===== src/rtl/serial_subtractor_16bit.sv =====
// Multi-cycle subtractor: A - B - borrow_in, one DIGIT-wide slice per clock, LSD first.
// Optional signed-overflow flag enabled with `define SUB_OVERFLOW_EN.
module serial_subtractor_16bit #(
  parameter int WIDTH = 16,
  parameter int DIGIT = 4
) (
  input  logic             clk,
  input  logic             rst_n,
  input  logic             in_valid,
  output logic             in_ready,
  input  logic [WIDTH-1:0] a,
  input  logic [WIDTH-1:0] b,
  input  logic             borrow_in,
  output logic             out_valid,
  input  logic             out_ready,
  output logic [WIDTH-1:0] diff,
  output logic             borrow_out
`ifdef SUB_OVERFLOW_EN
  ,
  output logic             overflow
`endif
);

  localparam int NDIG = WIDTH / DIGIT;
  localparam int IW   = (NDIG > 1) ? $clog2(NDIG) : 1;

  // Handshake: a transfer happens on a rising edge where valid && ready are both
  // high; ready never depends combinationally on valid on either side.
  typedef enum logic [1:0] {IDLE, BUSY, DONE} state_t;

  state_t           state, state_nxt;
  logic [IW-1:0]    idx;
  logic [WIDTH-1:0] a_q, b_q, diff_q;
  logic             borrow_q, borrow_out_q;
  logic [DIGIT-1:0] a_s, b_s, d_s;
  logic             bout_s;
  logic             accept, consume, last;

  assign accept    = (state == IDLE) && in_valid;
  assign consume   = (state == DONE) && out_ready;
  assign last      = (idx == IW'(NDIG - 1));
  assign in_ready  = (state == IDLE);
  assign out_valid = (state == DONE);
  assign diff      = diff_q;
  assign borrow_out = borrow_out_q;

  // One digit slice of the subtract, fed only from registered state.
  always_comb begin
    a_s = a_q[idx*DIGIT +: DIGIT];
    b_s = b_q[idx*DIGIT +: DIGIT];
    {bout_s, d_s} = {1'b0, a_s} - {1'b0, b_s} - {{DIGIT{1'b0}}, borrow_q};
  end

  always_ff @(posedge clk or negedge rst_n) begin
    if (!rst_n) state <= IDLE;
    else        state <= state_nxt;
  end

  always_comb begin
    state_nxt = state;
    case (state)
      IDLE:    if (accept)  state_nxt = BUSY;
      BUSY:    if (last)    state_nxt = DONE;
      DONE:    if (consume) state_nxt = IDLE;
      default:              state_nxt = IDLE;
    endcase
  end

  always_ff @(posedge clk or negedge rst_n) begin
    if (!rst_n) begin
      idx          <= '0;
      a_q          <= '0;
      b_q          <= '0;
      borrow_q     <= 1'b0;
      diff_q       <= '0;
      borrow_out_q <= 1'b0;
    end else begin
      case (state)
        IDLE: begin
          if (accept) begin
            a_q      <= a;
            b_q      <= b;
            borrow_q <= borrow_in;
            idx      <= '0;
          end
        end
        BUSY: begin
          diff_q[idx*DIGIT +: DIGIT] <= d_s;
          borrow_q <= bout_s;
          if (last) begin
            idx          <= '0;
            borrow_out_q <= bout_s;
          end else begin
            idx <= idx + 1'b1;
          end
        end
        default: ;
      endcase
    end
  end

`ifdef SUB_OVERFLOW_EN
  logic overflow_q;

  // The top digit is computed on the last BUSY cycle, so its MSB is the result sign.
  always_ff @(posedge clk or negedge rst_n) begin
    if (!rst_n) begin
      overflow_q <= 1'b0;
    end else if (state == BUSY && last) begin
      overflow_q <= (a_q[WIDTH-1] != b_q[WIDTH-1]) && (d_s[DIGIT-1] != a_q[WIDTH-1]);
    end
  end

  assign overflow = overflow_q;
`endif

endmodule


===== config.mk =====
export PLATFORM = sky130hd
export DESIGN_NAME = serial_subtractor_16bit
export DESIGN_NICKNAME = d
export VERILOG_FILES = /design/src/rtl/serial_subtractor_16bit.sv
export SDC_FILE = /design/constraint.sdc
export NUM_CORES = 1
export LEC_CHECK = 0
export ABC_AREA = 0
export BUFFER_PORTS_ARGS = -buffer_cell sky130_fd_sc_hd__buf_2
export CORE_MARGIN = 2
export CORE_UTILIZATION = 53
export CTS_CLUSTER_SIZE = 40
export DETAILED_ROUTE_END_ITERATION = 10
export GPL_TIMING_DRIVEN = 0
export PLACE_DENSITY = 0.85
export SYNTH_ARGS = -nofsm -noshare
export SYNTH_HDL_FRONTEND = slang
export SYNTH_SLANG_ARGS = --single-unit

===== constraint.sdc =====
create_clock -name clk -period 3 [get_ports clk]
set_input_delay 0.15 -clock clk [delete_from_list [all_inputs] [get_ports clk]]
set_output_delay 0.15 -clock clk [all_outputs]
set_load 0.03 [all_outputs]

Yosys cells after proc, flatten, opt, wreduce, memory -nomap -nowiden
Cells that the tools add are included.
{"block": "word_totals", "register_bits": 54, "out_inout_bits": 19, "elab_cells": 39}
{"block": "classes", "addsub": 4, "eq_ne": 6, "shift": 4, "muxes": 10, "reduce_logical": 8}
{"operator": "negator 4 -> 34 bit", "count": 1}
{"operator": "variable shift 4 x 34 -> 16 bit (first input constant)", "count": 1}
{"operator": "indexed part select 4 x 34 -> 16 bit", "count": 1}
{"operator": "indexed part select 16 x 5 -> 4 bit", "count": 2}
{"operator": "bitwise mux 16 bit", "count": 1}
{"operator": "2-to-1 mux 2 bit", "count": 5}
{"operator": "case mux 2 bit (3 select lines)", "count": 1}
{"operator": "AND reduction 2 bit", "count": 3}
{"operator": "subtractor 4 x 4 -> 5 bit", "count": 1}
{"operator": "subtractor 5 x 1 -> 5 bit", "count": 1}
{"operator": "equality test 2 bit (second input constant)", "count": 2}
{"operator": "inequality test 2 x 1 -> 1 bit (second input constant)", "count": 2}
{"operator": "case mux 2 bit (2 select lines)", "count": 1}
{"operator": "AND reduction 3 bit", "count": 1}
{"operator": "adder 2 x 1 -> 2 bit (second input constant)", "count": 1}
{"operator": "equality test 2 x 1 -> 1 bit (second input constant)", "count": 1}
{"operator": "logical AND 1 bit", "count": 2}
{"operator": "logical NOT 2 bit", "count": 1}
{"operator": "inequality test 2 bit (second input constant)", "count": 1}
{"operator": "case mux 1 bit (2 select lines)", "count": 1}
{"operator": "nonzero test 2 bit", "count": 1}
{"operator": "2-to-1 mux 1 bit", "count": 1}

Depth between registers and ports, before layout
Gate-level depths: netlist (run 1).
{"block": "logic_depth", "word_depth": 5, "mapped_depth": 11, "mapped_depth_nobuf": 9}

Least setup slack after synthesis (run 1)
Ideal clock, no wire load.
{"block": "synth_path", "path_type": "register to register", "from": "register idx[0]", "to": "register borrow_out_q (netlist: borrow_out)", "setup_time_ns": 0.138, "arrival_ns": 2.539, "required_ns": 2.862, "slack_ns": 0.323, "stages_incl_launch_ff": 10, "n_path_buf": 2, "cell_sequence": "dfrtp_1 -> buf_6 -> buf_2 -> mux4_2 -> fa_1 -> fa_1 -> nand2_1 -> a21oi_1 -> xnor2_1 -> a31oi_1"}
{"block": "synth_between", "elab_chain_cells": 3, "elab_cells_between_ends": 6, "cone_classes": "add/sub (2); eq/ne (1); shift (2); reduce/logical (1)"}
{"element": "from (decl)", "line_no": "32", "text": "logic [IW-1:0] idx;"}
{"element": "from (signal assigned)", "line_no": "94", "text": "idx <= idx + 1'b1;"}
{"element": "indexed part select 16 x 5 -> 4 bit, on equally long branches", "line_no": "49, 50"}
{"element": "subtractor 4 x 4 -> 5 bit", "line_no": "51", "text": "{bout_s, d_s} = {1'b0, a_s} - {1'b0, b_s} - {{DIGIT{1'b0}}, borrow_q};"}
{"element": "subtractor 5 x 1 -> 5 bit", "line_no": "51"}
{"element": "to (signal assigned)", "line_no": "92", "text": "borrow_out_q <= bout_s;"}
{"element": "to (decl)", "line_no": "34", "text": "logic borrow_q, borrow_out_q;"}
Parallel ways exist; a longest one is shown, timed or not.
A chain may end at the register's enable or synchronous reset.

Worst setup path after layout (run 1)
{"block": "layout_path", "from": "register idx[0]", "to": "register diff_q[14] (netlist: diff[14])"}
{"block": "layout_between", "elab_chain_cells": 5, "elab_cells_between_ends": 8, "cone_classes": "add/sub (3); shift (4); mux (1)"}
{"element": "indexed part select 16 x 5 -> 4 bit, on equally long branches", "line_no": "49, 50"}
{"element": "subtractor 4 x 4 -> 5 bit", "line_no": "51"}
{"element": "subtractor 5 x 1 -> 5 bit", "line_no": "51"}
{"element": "indexed part select 4 x 34 -> 16 bit", "line_no": "88", "text": "diff_q[idx*DIGIT +: DIGIT] <= d_s;"}
{"element": "bitwise mux 16 bit (*)", "line_no": "88"}
{"element": "to (signal, indexed assignment)", "line_no": "88"}
{"element": "to (decl)", "line_no": "33", "text": "logic [WIDTH-1:0] a_q, b_q, diff_q;"}
Every way passes the cells marked *; elsewhere a longest branch is shown, timed or not.

==> results of run 1 <==
-- layout make-up --
class                      instances  area (µm²)
multi-input combinational        183        1070
tap                               54        67.6
buffer                             9        42.5
sequential                        54        1350
clock buffer                       5        68.8
timing repair buffer              55         275
clock inverter                     3        47.5
inverter                          11        41.3
fill                             389        1660
-- logic make-up after synthesis --
family / Yosys count / synth area share
AO/OA/AOI/OAI: 26 / 0.0583
XOR/XNOR: 3 / 0.0135
adder cells (fa/ha/maj): 12 / 0.0658
buffers and inverters: 21 / 0.0354
flip-flops: 54 / 0.538
multiplexers: 8 / 0.0747
AND/OR/NAND/NOR: 134 / 0.214
-- critical path, stage by stage (launching register included) --
cell and delay (ns):
dfrtp_1 0.44, buf_6 0.22, mux4_2 0.54, fa_1 0.45, fa_1 0.45, xor2_1 0.35
o21ai_0 0.15
-- through the flow --
step / hold WS [ns] / std cells
floorplan: -0.146 / 258
finish: 0.0169 / 374
CTS: 0.0137 / 374
global route: 0.0254 / 374
global placement: 0.339 / 367
detailed placement: 0.343 / 367
-- cells in the mapped netlist, types with 2 or more instances --
library cell	n	area (µm²)
ha_1	10	125
fa_1	2	40.0
nand2_1	120	450
nand3_1	3	15.0
inv_1	11	41.3
o21ai_0	15	75.1
dfrtp_1	54	1350
nor2b_1	3	18.8
buf_2	2	10.0
o31ai_1	2	15.0
nand2b_1	2	12.5
o21ai_1	2	10.0
mux4_1	2	52.6
nor2_1	2	7.51
a21oi_1	3	15.0
mux4_2	6	135
clkbuf_1	7	26.3
-- cells in the final DEF (no fill, tap or decap), drive strengths merged --
cell type / count
fa: 2
bufinv: 1
or4: 1
a21oi: 4
a31oi: 1
clkbuf: 12
nor3b: 2
nor2b: 3
a211oi: 1
nand2b: 2
nand4: 1
nand2: 120
nor2: 2
ha: 10
mux4: 8
xnor2: 1
nand3: 3
dfrtp: 54
xor2: 2
o31ai: 2
inv: 12
o21ai: 17
buf: 57
a22o: 1
clkinv: 1
-- power by group through the flow --
stage / Sequential, mW / Clock [mW] / Combinational (mW)
6_report: 1.21 / 0.498 / 2.00
4_1_cts: 1.21 / 0.504 / 2.02
3_3_place_gp: 1.20 / 0 / 1.93
5_1_grt: 1.24 / 0.538 / 2.26
3_5_place_dp: 1.22 / 0 / 2.01
2_1_floorplan: 1.29 / 0 / 1.36
-- how the worst max path moves through the flow --
stage	start	endpoint	slack (ns)	cells past startpoint
global route	idx[0]	borrow_out	0.14	8
finish	idx[0]	diff[14]	0.27	6
floorplan	idx[0]	borrow_out	0.32	9
global placement	idx[0]	diff[14]	0.03	7
detailed placement	idx[0]	borrow_out	-0.001	9
CTS	idx[0]	borrow_out	0.24	8
-- timing repair --
item / 4_1_cts / 5_1_grt
endpoints found under the hold margin: 0 / 0
buffers inserted: 0 / 0
setup endpoints to repair: 1 / 0
-- layer usage --
layer / share of wire / GRT usage / vias to the layer above
met5: 0 / 0 / -
met4: 0.015 / 0.0700 / 0
met3: 0.047 / 0.0442 / 13
met2: 0.50 / 0.374 / 60
met1: 0.44 / 0.289 / 941
li1: - / - / 952
-- state kept, by name, summed over array words and instances (netlist names) --
signal      count
borrow_q        1
idx             2
b_q            16
borrow_out      1
a_q            16
diff           16
state           2
==> impl_metrics.py, run 1 <==
metrics = {
    "outcome": {
        "status": "complete, no violations",
    },
    "pwr": {
        "fin_total_pwr_mw": 3.71,
        "power_density_mw_per_mm2": 1250,
        "swShare": 0.448,
        "p_sw_mw": 1.66,
        "seqPwrFrac": 0.325,
        "power_frac_comb": 0.540,
        "p_clk_frac": 0.134,
        "leakagePower_nw": 1.58,
        "vdd_ir_drop_max_uv": 579,
        "internal_power_mw": 2.05,
    },
    "cells_and_area": {
        "synthToLayoutAreaGrowth_pct": 18.1,
        "antenna_cells": 0,
        "final_area_mm2": 0.00297,
        "nNetsFinal": 368,
        "post-route-util": 0.641,
        "drive_above_1_share": 0.231,
    },
    "timing": {
        "slew_violations": 0,
        "layout_setup_ws_ns": 0.267,
        "setup_viol": 0,
        "rsz0062_at_grt": "false",
        "max_freq_ghz": 0.366,
        "slew-limit-headroom": 0.219,
        "tns_ns": 0,
        "fin_crit_sh": 0.911,
        "layout_min_cycle_time_ns": 2.73,
        "finClkSkew_ns": 0.00817,
        "tightest_slew_ns": 1.17,
        "hold_violations": 0,
    },
    "floorplan": {
        "boundaryPins": 56,
        "start_util": 0.542,
        "fp.dieW_um": 72.8,
        "core_area_mm2": 0.00463,
        "row_count": 25,
        "die_h_um": 72.8,
        "die_area_mm2": 0.00530,
    },
    "clocking": {
        "root_buffer": "clkbuf_8",
        "clkTransAtPathRegs_ns": 0.10,
        "cts-resized-gates": 0,
        "clock_path_buffers": 2,
        "insertion_delay_ns": 0.31,
        "htreeDepth": 2,
        "numCtsBuffers": 5,
        "tritoncts": "built",
        "hold_buffers": 0,
        "numClockSinks": 54,
    },
    "critical_path": {
        "timing.rr.start": "idx[0]",
        "cp_max_fo": 14,
        "cp.required_ns": 3.18,
        "criticalPathCategory": "flop to flop",
        "end_kind": "flop",
        "r2r_end": "diff[14]",
        "r2r_cells": 6,
        "reg2reg_slack_ns": 0.27,
        "cp.arrival_ns": 2.91,
        "setup.worst_path.start_class": "flop",
    },
    "drt": {
        "final_antenna_net_count": 0,
        "via_per_inst": 5.26,
        "wl_per_cell_um": 13.9,
        "drt-initial-drc-count": 119,
        "drc_errors": 0,
        "vias": 1966,
        "drtPass1Iterations": 4,
        "wirelength_um": 5200,
    },
    "worst_hold_path": {
        "min_path_type": "input pin to flop",
        "worstHoldPathCells": 3,
        "min-delay-start": "b[6]",
        "min_to": "b_q[6]",
    },
    "logic_synthesis": {
        "syn-instance-count": 258,
        "seq_area_frac_synth": 0.538,
        "ys.flop_type": "dfrtp_1",
        "yosys.cell_types.count": 29,
        "yosys_warnings": 0,
        "synth-edff-count": 0,
        "postSynthRegisterBits": 54,
        "synth_area_mm2": 0.00251,
        "avgSynthCellArea_um2": 9.73,
        "synthArstFlopShare": 1.00,
        "synth_nets": 307,
    },
    "grt": {
        "grt_max_degree": 55,
        "grt.overflow.total": 0,
        "grt_pass1_wl_um": 9060,
        "first_global_vias": 2035,
        "antenna_found_initial": 0,
        "grt.total_usage": 0.221,
    },
    "placed_design": {
        "port_buffers": 55,
        "post_dp_cell_area_mm2": 0.00285,
        "gp_congestion": 0.807,
        "post-place-ws_ns": -0.00145,
        "dpl.hpwl_um": 3850,
    },
    "run": {
        "maxCapViolations": 0,
    },
}
Note: power is estimated with default switching activity, not from simulation.
==> run 2, diff against run 1 <==
--- a/config.mk
+++ b/config.mk
@@ -8,11 +8,11 @@
 export ABC_AREA = 0
 export BUFFER_PORTS_ARGS = -buffer_cell sky130_fd_sc_hd__buf_2
 export CORE_MARGIN = 2
-export CORE_UTILIZATION = 53
+export CORE_UTILIZATION = 55
 export CTS_CLUSTER_SIZE = 40
 export DETAILED_ROUTE_END_ITERATION = 10
 export GPL_TIMING_DRIVEN = 0
-export PLACE_DENSITY = 0.85
+export PLACE_DENSITY = 0.88
 export SYNTH_ARGS = -nofsm -noshare
 export SYNTH_HDL_FRONTEND = slang
 export SYNTH_SLANG_ARGS = --single-unit
==> constraint.sdc (replaced) <==
create_clock -name clk -period 3.31 [get_ports clk]
set_input_delay 0.1655 -clock clk [delete_from_list [all_inputs] [get_ports clk]]
set_output_delay 0.1655 -clock clk [all_outputs]
set_load 0.03 [all_outputs]
==> run 2 against run 1 <==
  * Final area fell by 0.51%
  * Sequential share of layout area rose by 0.23 points
  * Largest power group unchanged
  * Sequential power fell by 9.9%
  * Global-route usage rose by 0.92 points
  * Count of clock-buffer cells in the layout rose by 1
  * Cell count fell by 0.27%
  * Die area fell by 3.4%
==> impl_metrics.py, run 2 (same netlist as run 1, synthesis figures left out) <==
metrics = {
    "timing": {
        "max_freq_ghz": 0.330,
        "rsz0062_at_grt": "false",
        "setup_viol": 0,
        "layout_min_cycle_time_ns": 3.03,
        "hold_violations": 0,
        "tns_ns": 0,
        "finClkSkew_ns": 0.00957,
        "tightest_slew_ns": 1.17,
        "fin_crit_sh": 0.914,
        "slew-limit-headroom": 0.220,
        "slew_violations": 0,
    },
    "drt": {
        "drtPass1Iterations": 4,
        "drc_errors": 0,
        "via_per_inst": 5.41,
        "vias": 2017,
        "final_antenna_net_count": 0,
        "wirelength_um": 5310,
        "drt-initial-drc-count": 80,
        "wl_per_cell_um": 14.2,
    },
    "pwr": {
        "internal_power_mw": 1.80,
        "power_density_mw_per_mm2": 1110,
        "p_sw_mw": 1.49,
        "leakagePower_nw": 1.58,
        "vdd_ir_drop_max_uv": 529,
        "seqPwrFrac": 0.332,
        "p_clk_frac": 0.119,
        "swShare": 0.454,
        "power_frac_comb": 0.548,
    },
    "clocking": {
        "cts-resized-gates": 0,
        "numClockSinks": 54,
        "hold_buffers": 0,
        "clock_path_buffers": 2,
        "root_buffer": "clkbuf_8",
        "numCtsBuffers": 5,
        "postCtsSetupRepairBufs": 0,
        "tritoncts": "built",
        "insertion_delay_ns": 0.31,
        "htreeDepth": 2,
        "clkTransAtPathRegs_ns": 0.10,
    },
    "placed_design": {
        "dp.cells": 365,
        "dpl.hpwl_um": 3770,
        "gp_congestion": 0.806,
        "port_buffers": 55,
        "post_dp_cell_area_mm2": 0.00285,
    },
    "worst_hold_path": {
        "min-delay-start": "a[3]",
        "min_path_type": "input pin to flop",
    },
    "critical_path": {
        "cp.required_ns": 3.49,
        "cp_num_cells": 9,
        "timing.rr.start": "idx[0]",
        "r2r_cells": 9,
        "reg2reg_slack_ns": 0.28,
        "criticalPathCategory": "flop to flop",
        "r2r_end": "borrow_out",
        "setup.worst_path.start_class": "flop",
        "crit_chain": "buf_6, buf_2, mux4_2, fa_1, fa_1, nand2_1, a21oi_1, xnor2_1, a31oi_1",
        "cp_slowest_cell": "mux4_2",
        "crit_top_cell": "fa_1",
        "cp_max_fo": 10,
        "slowest_delay_ns": 0.59,
        "endpoint": "borrow_out",
        "critPathLaunch": "idx[0]",
        "critPathTopFamily": "adder cells",
        "cp.arrival_ns": 3.21,
        "end_kind": "flop",
        "path_buf_inv": 2,
    },
    "cells_and_area": {
        "layout_common_cells": "nand2_1, buf_2, dfrtp_1, o21ai_0, inv_1",
        "fin_cells": 373,
        "nNetsFinal": 369,
        "synthToLayoutAreaGrowth_pct": 17.5,
        "antenna_cells": 0,
        "final_common_cell": "nand2_1",
        "fillers": 345,
        "drive_above_1_share": 0.234,
        "final_area_mm2": 0.00295,
    },
    "grt": {
        "antenna_found_initial": 0,
        "grt.total_usage": 0.230,
        "grt_pass1_wl_um": 9050,
        "grt.overflow.total": 0,
        "first_global_vias": 1999,
        "grt_max_degree": 55,
    },
    "run": {
        "maxCapViolations": 0,
    },
    "floorplan": {
        "boundaryPins": 56,
        "start_util": 0.573,
        "die_area_mm2": 0.00512,
        "core_area_mm2": 0.00438,
        "die_h_um": 71.6,
        "row_count": 24,
        "fp.dieW_um": 71.6,
    },
    "outcome": {
        "status": "complete, no violations",
    },
}
-- run 2: cell types whose count changed in the layout (fill, tap and decap cells not counted) --
cell	delta
buf_2	+1
bufinv_16	-1
clkbuf_8	+1
clkinv_4	-1
clkinvlp_4	+1
-- run 2: tightest hold or removal path: stages --
cell,delay [ns]
buf_2,0.07
nand2_1,0.04
nand2_1,0.04
-- run 2: power by group through the flow --
stage | combinational, mW | clock, mW | sequential [mW]
2_1_floorplan | 1.24 | 0 | 1.17
3_3_place_gp | 1.74 | 0 | 1.09
3_5_place_dp | 1.80 | 0 | 1.10
4_1_cts | 1.82 | 0.400 | 1.09
5_1_grt | 2.03 | 0.426 | 1.13
6_report | 1.80 | 0.392 | 1.09
-- run 2: final cells by class --
type | count | area (µm²) | share of cell area
Timing Repair Buffer | 55 | 275 | 0.0933
Multi-Input combinational cell | 183 | 1070 | 0.363
Inverter | 11 | 41.3 | 0.0140
Buffer | 10 | 47.5 | 0.0161
Sequential cell | 54 | 1350 | 0.458
Clock inverter | 2 | 16.3 | 0.00551
Clock buffer | 6 | 82.6 | 0.0280
Tap cell | 52 | 65.1 | 0.0221
-- run 2: how the worst min path moves through the flow --
stage                     endpoint  slack [ns]  depth (start not counted)
final                       a_q[3]        0.04                          3
after detailed placement    a_q[7]        0.36                          3
after floorplan             a_q[0]       -0.13                          0
after global routing       b_q[14]        0.04                          3
after CTS                   a_q[3]        0.03                          3
after global placement     a_q[10]        0.35                          3
-- run 2: metal layers --
metal | vias up | track usage | part of all wire
met5 | - | 0 | 0
met4 | 0 | 0.0985 | 0.018
met3 | 10 | 0.0422 | 0.056
met2 | 73 | 0.369 | 0.49
met1 | 974 | 0.313 | 0.43
li1 | 960 | - | -
-- run 2: stage by stage --
| step | hold WS, ns | worst slack (ns) | utilization | power (mW) |
|---|---|---|---|---|
| after floorplan | -0.130 | 0.633 | - | 2.41 |
| after global placement | 0.354 | 0.341 | 0.650 | 2.83 |
| after detailed placement | 0.359 | 0.274 | 0.650 | 2.90 |
| after CTS | 0.0330 | 0.261 | 0.673 | 3.31 |
| after global routing | 0.0369 | 0.118 | 0.673 | 3.58 |
| final | 0.0399 | 0.284 | 0.673 | 3.29 |
